File: src/rtl/wf_switch_allocator.sv
// -----------------------------------------------------------------------------
// wf_switch_allocator
//
// Switch allocator for one router of a 2-D mesh NoC using West-First routing.
// Each of the NP output ports (0 Right, 1 Left, 2 Up, 3 Down, 4 Eject) picks
// one requesting input per cycle. Picks are round-robin among head flits.
// The winner of a multi-flit packet holds the output until its tail flit
// (wormhole lock). Every transfer needs a downstream credit.
//
// Ports
//   clk        rising-edge clock
//   reset      asynchronous, active-high; clears all state, forces outputs to 0
//   req_valid  [NP]     input i has a flit at its buffer head
//   req_head   [NP]     that flit is a head flit
//   req_tail   [NP]     that flit is a tail flit (head+tail = single-flit packet)
//   req_route  [NP*NP]  one-hot output request of input i at [NP*i +: NP]
//   credit_in  [NP]     downstream of output o freed one slot (pulse)
//   grant_in   [NP]     dequeue strobe: input i's flit moves this cycle
//   out_valid  [NP]     output o carries a flit this cycle
//   out_sel    [3*NP]   source input of output o at [3*o +: 3], 0 when idle
//   locked     [NP]     output o is held by an in-flight packet (registered)
//   err        1        sticky protocol-error flag (registered)
// -----------------------------------------------------------------------------
module wf_switch_allocator #(
    parameter int NP      = 5,
    parameter int CREDITS = 4,
    parameter int CW      = 3
) (
    input  logic                clk,
    input  logic                reset,
    input  logic [NP-1:0]       req_valid,
    input  logic [NP-1:0]       req_head,
    input  logic [NP-1:0]       req_tail,
    input  logic [NP*NP-1:0]    req_route,
    input  logic [NP-1:0]       credit_in,
    output logic [NP-1:0]       grant_in,
    output logic [NP-1:0]       out_valid,
    output logic [3*NP-1:0]     out_sel,
    output logic [NP-1:0]       locked,
    output logic                err
);

    typedef enum logic {ST_FREE, ST_LOCKED} state_t;

    logic [NP-1:0]   w_route_ok;     // input's route is exactly one-hot
    logic [NP-1:0]   w_owns;         // input currently owns some locked output
    logic [NP-1:0]   w_lock_vec;
    logic [NP-1:0]   w_gnt;
    logic [NP-1:0]   w_ovf;          // credit overflow per output
    logic [3*NP-1:0] w_owner_flat;
    logic [3*NP-1:0] w_src_flat;
    logic            w_err_set;
    logic            r_err;

    // Route sanity per input: non-zero and a single bit set.
    genvar gi;
    generate
        for (gi = 0; gi < NP; gi++) begin : g_route
            logic [NP-1:0] w_r;
            assign w_r            = req_route[NP*gi +: NP];
            assign w_route_ok[gi] = (w_r != '0) && ((w_r & (w_r - NP'(1))) == '0);
        end
    endgenerate

    // An input can own at most one output: it only wins a head grant while
    // owning nothing, so this OR never merges two owners.
    always_comb begin
        w_owns = '0;
        for (int o = 0; o < NP; o++) begin
            for (int i = 0; i < NP; i++) begin
                if (w_lock_vec[o] && (w_owner_flat[3*o +: 3] == 3'(i))) begin
                    w_owns[i] = 1'b1;
                end
            end
        end
    end

    generate
        for (gi = 0; gi < NP; gi++) begin : g_out
            state_t          r_state;
            logic            r_lock;
            logic [2:0]      r_owner;
            logic [2:0]      r_rr_ptr;
            logic [CW-1:0]   r_credit;

            logic [NP-1:0]   w_cand;
            logic            w_found;
            logic [2:0]      w_pick;
            logic            w_pick_tail;
            logic            w_own_valid;
            logic            w_own_head;
            logic            w_own_tail;
            logic            w_gnt_loc;
            logic [2:0]      w_src_loc;
            int              w_idx;

            always_comb begin
                // Owners are excluded: a head from an owner is a protocol error.
                w_cand = '0;
                for (int i = 0; i < NP; i++) begin
                    w_cand[i] = req_valid[i] & req_head[i] & w_route_ok[i]
                              & req_route[NP*i + gi] & ~w_owns[i];
                end

                // Round-robin scan starting at r_rr_ptr.
                w_found = 1'b0;
                w_pick  = '0;
                w_idx   = 0;
                for (int k = 0; k < NP; k++) begin
                    w_idx = int'(r_rr_ptr) + k;
                    if (w_idx >= NP) w_idx = w_idx - NP;
                    for (int i = 0; i < NP; i++) begin
                        if (!w_found && (i == w_idx) && w_cand[i]) begin
                            w_found = 1'b1;
                            w_pick  = 3'(i);
                        end
                    end
                end

                w_pick_tail = 1'b0;
                w_own_valid = 1'b0;
                w_own_head  = 1'b0;
                w_own_tail  = 1'b0;
                for (int i = 0; i < NP; i++) begin
                    if (w_pick == 3'(i)) w_pick_tail = req_tail[i];
                    if (r_owner == 3'(i)) begin
                        w_own_valid = req_valid[i];
                        w_own_head  = req_head[i];
                        w_own_tail  = req_tail[i];
                    end
                end

                if (r_state == ST_FREE) begin
                    w_gnt_loc = w_found && (r_credit != '0);
                    w_src_loc = w_pick;
                end else begin
                    w_gnt_loc = w_own_valid && !w_own_head && (r_credit != '0);
                    w_src_loc = r_owner;
                end
            end

            assign w_gnt[gi]                = w_gnt_loc;
            assign w_src_flat[3*gi +: 3]    = w_src_loc;
            assign w_lock_vec[gi]           = r_lock;
            assign w_owner_flat[3*gi +: 3]  = r_owner;
            assign w_ovf[gi]                = credit_in[gi] && !w_gnt_loc
                                              && (r_credit == CW'(CREDITS));
            assign out_valid[gi]            = w_gnt_loc && !reset;
            assign out_sel[3*gi +: 3]       = (w_gnt_loc && !reset) ? w_src_loc : 3'd0;
            assign locked[gi]               = r_lock;

            always_ff @(posedge clk or posedge reset) begin
                if (reset) begin
                    r_state  <= ST_FREE;
                    r_lock   <= 1'b0;
                    r_owner  <= '0;
                    r_rr_ptr <= '0;
                    r_credit <= CW'(CREDITS);
                end else begin
                    case (r_state)
                        ST_FREE: begin
                            if (w_gnt_loc) begin
                                r_rr_ptr <= (w_src_loc == 3'(NP-1)) ? 3'd0 : w_src_loc + 3'd1;
                                // Single-flit packets pass through without locking.
                                if (!w_pick_tail) begin
                                    r_state <= ST_LOCKED;
                                    r_lock  <= 1'b1;
                                    r_owner <= w_src_loc;
                                end
                            end
                        end
                        ST_LOCKED: begin
                            if (w_gnt_loc && w_own_tail) begin
                                r_state <= ST_FREE;
                                r_lock  <= 1'b0;
                            end
                        end
                    endcase

                    // Grant and returned credit in the same cycle cancel out;
                    // a return into a full counter is dropped (flagged as err).
                    if (w_gnt_loc && !credit_in[gi]) begin
                        r_credit <= r_credit - CW'(1);
                    end else if (!w_gnt_loc && credit_in[gi]
                                 && (r_credit != CW'(CREDITS))) begin
                        r_credit <= r_credit + CW'(1);
                    end
                end
            end
        end
    endgenerate

    always_comb begin
        grant_in = '0;
        for (int i = 0; i < NP; i++) begin
            for (int o = 0; o < NP; o++) begin
                if (!reset && w_gnt[o] && (w_src_flat[3*o +: 3] == 3'(i))) begin
                    grant_in[i] = 1'b1;
                end
            end
        end
    end

    always_comb begin
        w_err_set = |w_ovf;
        for (int i = 0; i < NP; i++) begin
            if (req_valid[i]) begin
                // Bad route, or a new head while still owning an output.
                if (req_head[i] && (!w_route_ok[i] || w_owns[i])) w_err_set = 1'b1;
                // Body/tail flit with no packet in flight.
                if (!req_head[i] && !w_owns[i]) w_err_set = 1'b1;
            end
        end
    end

    always_ff @(posedge clk or posedge reset) begin
        if (reset) begin
            r_err <= 1'b0;
        end else if (w_err_set) begin
            r_err <= 1'b1;
        end
    end

    assign err = r_err;

endmodule

File: config.mk
export PLATFORM = sky130hd
export DESIGN_NAME = wf_switch_allocator
export DESIGN_NICKNAME = d
export VERILOG_FILES = /design/src/rtl/wf_switch_allocator.sv
export SDC_FILE = /design/constraint.sdc
export NUM_CORES = 1
export LEC_CHECK = 0
export BUFFER_PORTS_ARGS = -buffer_cell sky130_fd_sc_hd__buf_2
export CAP_MARGIN = 20
export CORE_MARGIN = 1
export CORE_UTILIZATION = 45
export CTS_CLUSTER_DIAMETER = 150
export DETAILED_ROUTE_END_ITERATION = 8
export HOLD_SLACK_MARGIN = 0.06
export PLACE_DENSITY = 0.72
export SETUP_SLACK_MARGIN = 0.3
export SLEW_MARGIN = 20
export SYNTH_ARGS = -nofsm -noshare
export SYNTH_HDL_FRONTEND = slang
export SYNTH_SLANG_ARGS = --single-unit
File: constraint.sdc
create_clock -name clk -period 6.1 [get_ports clk]
set_clock_uncertainty 0.05 [all_clocks]
set_input_delay 1.22 -clock clk [delete_from_list [all_inputs] [get_ports clk]]
set_output_delay 1.22 -clock clk [all_outputs]
set_load 0.01 [all_outputs]
==> metrics, run 1 <==
Critical Path RT=4830 ps; Post-Syn Area=12500 µm²; post-synthesis sequential area ratio=between 10% and 20%; post-layout min period=6010 ps; largest buffer count on any clock path=2; GP Congestion=1.02; nets=2115; EDFF count, synth=0; Area Growth Syn to Fin=32.0%; unrepaired setup endpoints after global routing=yes; type of the worst min-delay path=flip-flop to flip-flop; Critical Path, Cell by Cell=buf_2 -> and2_1 -> nand4_1 -> nor3_1 -> o31ai_2 -> nand2_2 -> nor4_4 -> a31oi_1 -> or3b_4 -> mux2i_2 -> inv_1 -> ha_2 -> ha_4 -> a22oi_2 -> buf_4 -> o211ai_1 -> buf_2; Synth top cells by count=134 x nor2_1, 120 x nand2_1, 94 x inv_1, 91 x ha_1, 78 x a21oi_1; die height=between 150 and 200 µm; Clock Latency Late Sink=320 ps; drt wl/cell=roughly 23 µm; Crit path arrival time=about 4700 ps; Global Route Usage Sum=36.5%; # placed instances=2265; pin count of the biggest net entering global routing=34; CP endpoint kind=output pin; IO buf count=77; area of the multi-input gates=11500 µm²; Synth Warn #=0; Yosys top cell area share=10.2%; startpoint class of the critical path=input pin; cts bufs inserted=5; Fillers=2451; Worst path slowest cell=nor3_1; Post-Route Setup TNS=0 ps; syn avg cell area=7.39 µm²; average vias per placed instance=6.50; fmax=166 MHz; Synth cell types=118; slew of the pin with the lowest slew margin=937 ps; Seq cells post-synth=between 50 and 60; # setup viols final=0; Mapped Cells=between 1500 and 2000; first-pass iteration count of the detailed router=7; clk sinks=56; CTS tree=built; CTS H-tree depth=2; Core ar.=27100 µm²; IO Pins=78; Routed Antenna Nets=0; storage element area=1410 µm²; Max-slew headroom=a little under two fifths; most frequent CP cell=buf_2; DPL Wire Length=~42000 µm; GRT Residual Overflow=0; Worst path max stage delay=620 ps; via count=15200; Worst Path Max Fanout=6; # DRC=0; PwrDens=422 nW/µm²; status=finished clean; Rows=60; final WL=about 53000 µm; Fin. Hold Viols=0; CTS Root Buffer Type=clkbuf_16; Final Instance Count excl. Fillers=2341; maxcap violations=0; pins over their slew limit=0; Initial Util=around 46%; most frequent cell after synthesis=nor2_1; Synth area leaders=dfrtp_1 10%, ha_1 9.1%, nor2_1 4.0%; post-synthesis async set-or-reset flop share=100%; P_leak=0.00697 µW; critical path type=input pin to output pin; Synthesized Nets=1842; biggest area consumer among synthesized cells=dfrtp_1; Most used DFF post-synth=dfrtp_1; Worst-path clk slew=about 80 ps; Max rail drop VDD=425 µV; first-pass GRT wire length=81800 µm; 1st-iter DRT viols=1481; Die X-Extent=between 150 and 200 µm; initial antenna violation count=2; die area=28500 µm²; layout cells sized above 1=32.1%; fin crit share=between 90% and 100%; vias in the first global route=approximately 15000
-- sequential cells by signal (all words and copies together), names as in the netlist --
register,cells
err,1
g_out.r_credit,15
g_out.r_lock,5
g_out.r_state,5
g_out.r_owner,15
g_out.r_rr_ptr,15
-- worst max-delay path, delay by kind of cell --
| kind | cells | cell delay (ps) |
|---|---|---|
| buffers and inverters | 4 | 560 |
| adder cells (fa/ha/maj) | 2 | 360 |
| AO/OA/AOI/OAI | 4 | 690 |
| AND/OR/NAND/NOR | 6 | 1730 |
| multiplexers | 1 | 170 |
-- logic make-up after synthesis --
family	after synthesis	synth area share (%)
AOI/OAI and AO/OA	474	27.5
xor gates and xnor gates	27	1.95
adders and majority gates	101	10.7
buffers and inverters	185	6.18
DFF	56	11.2
muxes	60	5.69
and+or+nand+nor	791	36.7
-- layout by cell type (no fill, tap or decap), types with 11 or more instances in the layout --
| master | count |
|---|---|
| buf_6 | 16 |
| inv_1 | 88 |
| or3_1 | 23 |
| nor3_2 | 13 |
| nor2b_1 | 32 |
| xnor2_1 | 15 |
| ha_1 | 69 |
| buf_2 | 70 |
| nand3_1 | 59 |
| a21oi_1 | 76 |
| nor3_1 | 58 |
| nand2b_1 | 53 |
| and2_1 | 22 |
| nor3b_1 | 15 |
| a21o_1 | 21 |
| or2_2 | 16 |
| mux2i_1 | 30 |
| dfrtp_1 | 47 |
| nand4_1 | 25 |
| o31ai_1 | 16 |
| nor2_1 | 130 |
| a211o_1 | 11 |
| o21ai_1 | 11 |
| nand3_2 | 11 |
| buf_4 | 262 |
| a31oi_1 | 24 |
| nor4_1 | 18 |
| nor4b_1 | 12 |
| ha_2 | 13 |
| or3b_2 | 11 |
| o21ai_0 | 66 |
| nand3b_1 | 15 |
| nand4b_1 | 14 |
| o211ai_1 | 24 |
| and3_1 | 18 |
| o22ai_1 | 20 |
| nand2_1 | 117 |
-- worst paths after layout --
kind                                                   from                          endpoint  slack [ps]  cells after the start
max                                             req_head[1]                       grant_in[3]          90                     17
min                        g_out[2].r_credit[0]$_DFFE_PP0P_  g_out[2].r_credit[0]$_DFFE_PP0P_         480                      1
max reg2reg                 g_out[3].r_owner[2]$_DFFE_PP0P_   g_out[2].r_owner[2]$_DFFE_PP0P_         550                     25
min reg2reg                g_out[2].r_credit[0]$_DFFE_PP0P_  g_out[2].r_credit[0]$_DFFE_PP0P_         480                      1
max in group asynchronous                             reset  g_out[3].r_credit[2]$_DFFE_PP1P_        4280                      3
min in group asynchronous                             reset   g_out[1].r_owner[0]$_DFFE_PP0P_         960                      2
-- metal layers --
layer,vias to the layer above,track usage [%],share of wire [%]
li1,7005,-,-
met1,7324,46.1,41
met2,744,60.4,46
met3,145,7.44,8.5
met4,0,14.5,4.2
met5,-,0,0
-- repair_timing --
action                                  CTS  global route
resized for setup                       182            87
pin swaps                                65            34
endpoints found under the setup margin   10            14
setup buffers                            60             7
hold buffers                              0             0
-- cell type report --
type	count	area share [%]
inverters	98	2.25
repair buffers	353	15.5
clock inverters	2	0.235
well taps	372	2.82
diodes	1	0.0151
flip-flops and latches	56	8.54
multi-input cells	1453	69.8
clock buffers	6	0.779
-- report_power, final --
part,leakage (µW),internal (µW),switching (µW)
Sequential,0.000691,539,253
Clock,0.0000815,197,160
Combinational,0.00619,2360,3470
Total,0.00697,3090,3880
-- per-stage QoR --
stage | hold WS, ps | total power, µW | setup WS (ps) | area, µm² | util, %
final | 475 | 6970 | 85.4 | 16500 | 61.0
after global routing | 499 | 7480 | 22.3 | 16500 | 61.0
after CTS | 477 | 6640 | 244 | 16000 | 59.2
after detailed placement | 461 | 5920 | -59.0 | 14600 | 53.7
after global placement | 458 | 5860 | -59.2 | 14600 | 53.7
after floorplan | 432 | 4320 | 313 | 12500 | -
Power figures use the tool's default switching activity.
==> inputs of run 2 (changes only) <==
BUFFER_PORTS_ARGS = default   (was -buffer_cell sky130_fd_sc_hd__buf_2)
CAP_MARGIN = default   (was 20)
CTS_CLUSTER_SIZE = 12   (was default)
DONT_BUFFER_PORTS = 1   (was default)
PLACE_DENSITY = 0.7   (was 0.72)
==> metrics, run 2 (same netlist as run 1, synthesis figures left out) <==
startpoint class of the critical path=input pin; Global Route Usage Sum=32.9%; # DRC=0; type of the worst min-delay path=flip-flop to flip-flop; Worst path max stage delay=roughly 470 ps; sw power=3730 µW; Fin. Hold Viols=0; PwrDens=approximately 450 nW/µm²; Routed Antenna Nets=0; Clock Latency Late Sink=310 ps; storage element area=1420 µm²; Max rail drop VDD=roughly 350 µV; Worst-path clk slew=70 ps; average vias per placed instance=6.69; critical path type=input pin to output pin; M1 GR Usage=a little over two fifths; clk sinks=56; pins over their slew limit=0; layout cells sized above 1=22.5%; sum of buffers and inverters on the critical path=4; cell internal pwr=around 3000 µW; biggest regs=g_out.r_credit (15), g_out.r_owner (15), g_out.r_rr_ptr (15); first-pass GRT wire length=74100 µm; 1st-iter DRT viols=1734; clock share of power=~5.3%; sequential share of power=approximately an eighth; slew of the pin with the lowest slew margin=867 ps; vias in the first global route=13300; Rows=60; largest buffer count on any clock path=2; Area Growth Syn to Fin=18.4%; pin count of the biggest net entering global routing=34; cts bufs inserted=5; commonest non-fill, non-tap cell in the layout=buf_4; most frequent CP cell=buf_4; CTS Root Buffer Type=clkbuf_16; critical path's top delay family=simple AND/OR/NAND/NOR gates; combinational fraction of design power=slightly above 80%; GR met2 Demand/Resource=between 50% and 60%; Initial Util=between 40% and 50%; fmax=172 MHz; IO Pins=78; IO buf count=0; # setup viols final=0; maxcap violations=0; Final Power=6720 µW; DPL Wire Length=38300 µm; Post-Route Setup TNS=0 ps; final WL=48700 µm; initial antenna violation count=0; Critical Path, Cell by Cell=or3_4 -> buf_4 -> nor3_2 -> buf_4 -> nand3_4 -> or4_4 -> a32oi_2 -> nor4b_2 -> buf_4 -> a2111oi_4 -> mux2_4 -> ha_2 -> inv_1 -> or2_2 -> nor2_1 -> or3_4; Worst path slowest cell=or4_4; Fillers=2553; switching share of power=55.5%; P_leak=0.00596 µW; fin crit share=95.5%; unrepaired setup endpoints after global routing=yes; via count=14400; Crit path arrival time=4560 ps; most frequent cells in the layout=161 x buf_4, 132 x nor2_1, 119 x nand2_1; area of the multi-input gates=around 11000 µm²; Worst Path Max Fanout=5; CP endpoint kind=output pin; GRT Residual Overflow=0; Max-slew headroom=a little over two fifths; Die X-Extent=around 170 µm; CTS H-tree depth=2; Core ar.=27100 µm²; die height=169 µm; CTS Hold Bufs=0; Top Usage Layer GRT=met2; drt wl/cell=22.6 µm; GP Congestion=1.03; CTS tree=built; post-layout min period=5830 ps; Critical Path RT=roughly 4800 ps; status=finished clean; antenna cells=0; first-pass iteration count of the detailed router=5; die area=28500 µm²; nets=between 1500 and 2000; met3 Resource Use GR=under 10%
[run 2: cell count changes in the layout (fill, tap and decap cells not counted), sizes merged]
cell / before / now
clkbuf: 7 / 6
buf: 352 / 166
diode: 1 / 0
[run 2: path summary, 6_finish.rpt]
| check | start | endpoint | slack, ps | depth (start not counted) |
|---|---|---|---|---|
| setup / recovery | req_route[22] | grant_in[4] | 270 | 16 |
| hold / removal | g_out[0].r_credit[0]$_DFFE_PP0P_ | g_out[0].r_credit[0]$_DFFE_PP0P_ | 460 | 1 |
| setup reg to reg | g_out[4].r_rr_ptr[1]$_DFFE_PP0P_ | g_out[4].r_owner[1]$_DFFE_PP0P_ | 1260 | 15 |
| hold reg to reg | g_out[0].r_credit[0]$_DFFE_PP0P_ | g_out[0].r_credit[0]$_DFFE_PP0P_ | 460 | 1 |
| max in group asynchronous | reset | g_out[4].r_credit[2]$_DFFE_PP1P_ | 4360 | 2 |
| min in group asynchronous | reset | g_out[1].r_owner[1]$_DFFE_PP0P_ | 820 | 1 |
[run 2: cell type report]
type	count	area share [%]
Clock buffer	6	0.869
Sequential cell	56	9.55
Multi-Input combinational cell	1453	75.1
Inverter	98	2.54
Timing Repair Buffer	166	8.56
Clock inverter	2	0.262
Tap cell	372	3.14
[run 2: repair_timing]
item,CTS,global route
pin swaps,15,34
setup buffers,15,34
gates resized for setup,70,102
endpoints found under the setup margin,5,5
[run 2: per-layer routing]
metal	vias up	part of all wire [%]
met5	-	0
met4	0	4.6
met3	156	10
met2	729	44
met1	6876	41
li1	6632	-
[run 2: worst register-to-register path, cell delays in order, from the launching register on]
cell and delay [ps]:
dfrtp_2 460, ha_1 190, inv_1 70, fa_2 470, or3_4 410, a221oi_4 330
nand4b_1 240, buf_4 210, buf_4 130, o211ai_1 130, nor3_1 80, a222oi_1 430
o221ai_1 320, mux2_1 390, a221oi_2 440, mux2_1 360
[run 2: metrics by stage]
stage / setup slack (ps) / hold WS (ps) / std cells / utilization [%] / area (µm²)
2_1_floorplan: 313 / 432 / 1694 / - / 12500
3_3_place_gp: 139 / 456 / 2096 / 49.7 / 13500
3_5_place_dp: 107 / 451 / 2096 / 49.7 / 13500
4_1_cts: 302 / 465 / 2119 / 51.9 / 14100
5_1_grt: 145 / 502 / 2153 / 54.7 / 14800
6_report: 274 / 464 / 2153 / 54.7 / 14800
[run 2: power groups by stage]
stage	logic, µW	registers (µW)	clock network, µW
detailed placement	4910	785	0
floorplan	3610	709	0
CTS	5130	783	354
global route	6020	823	367
global placement	4830	776	0
finish	5570	796	355
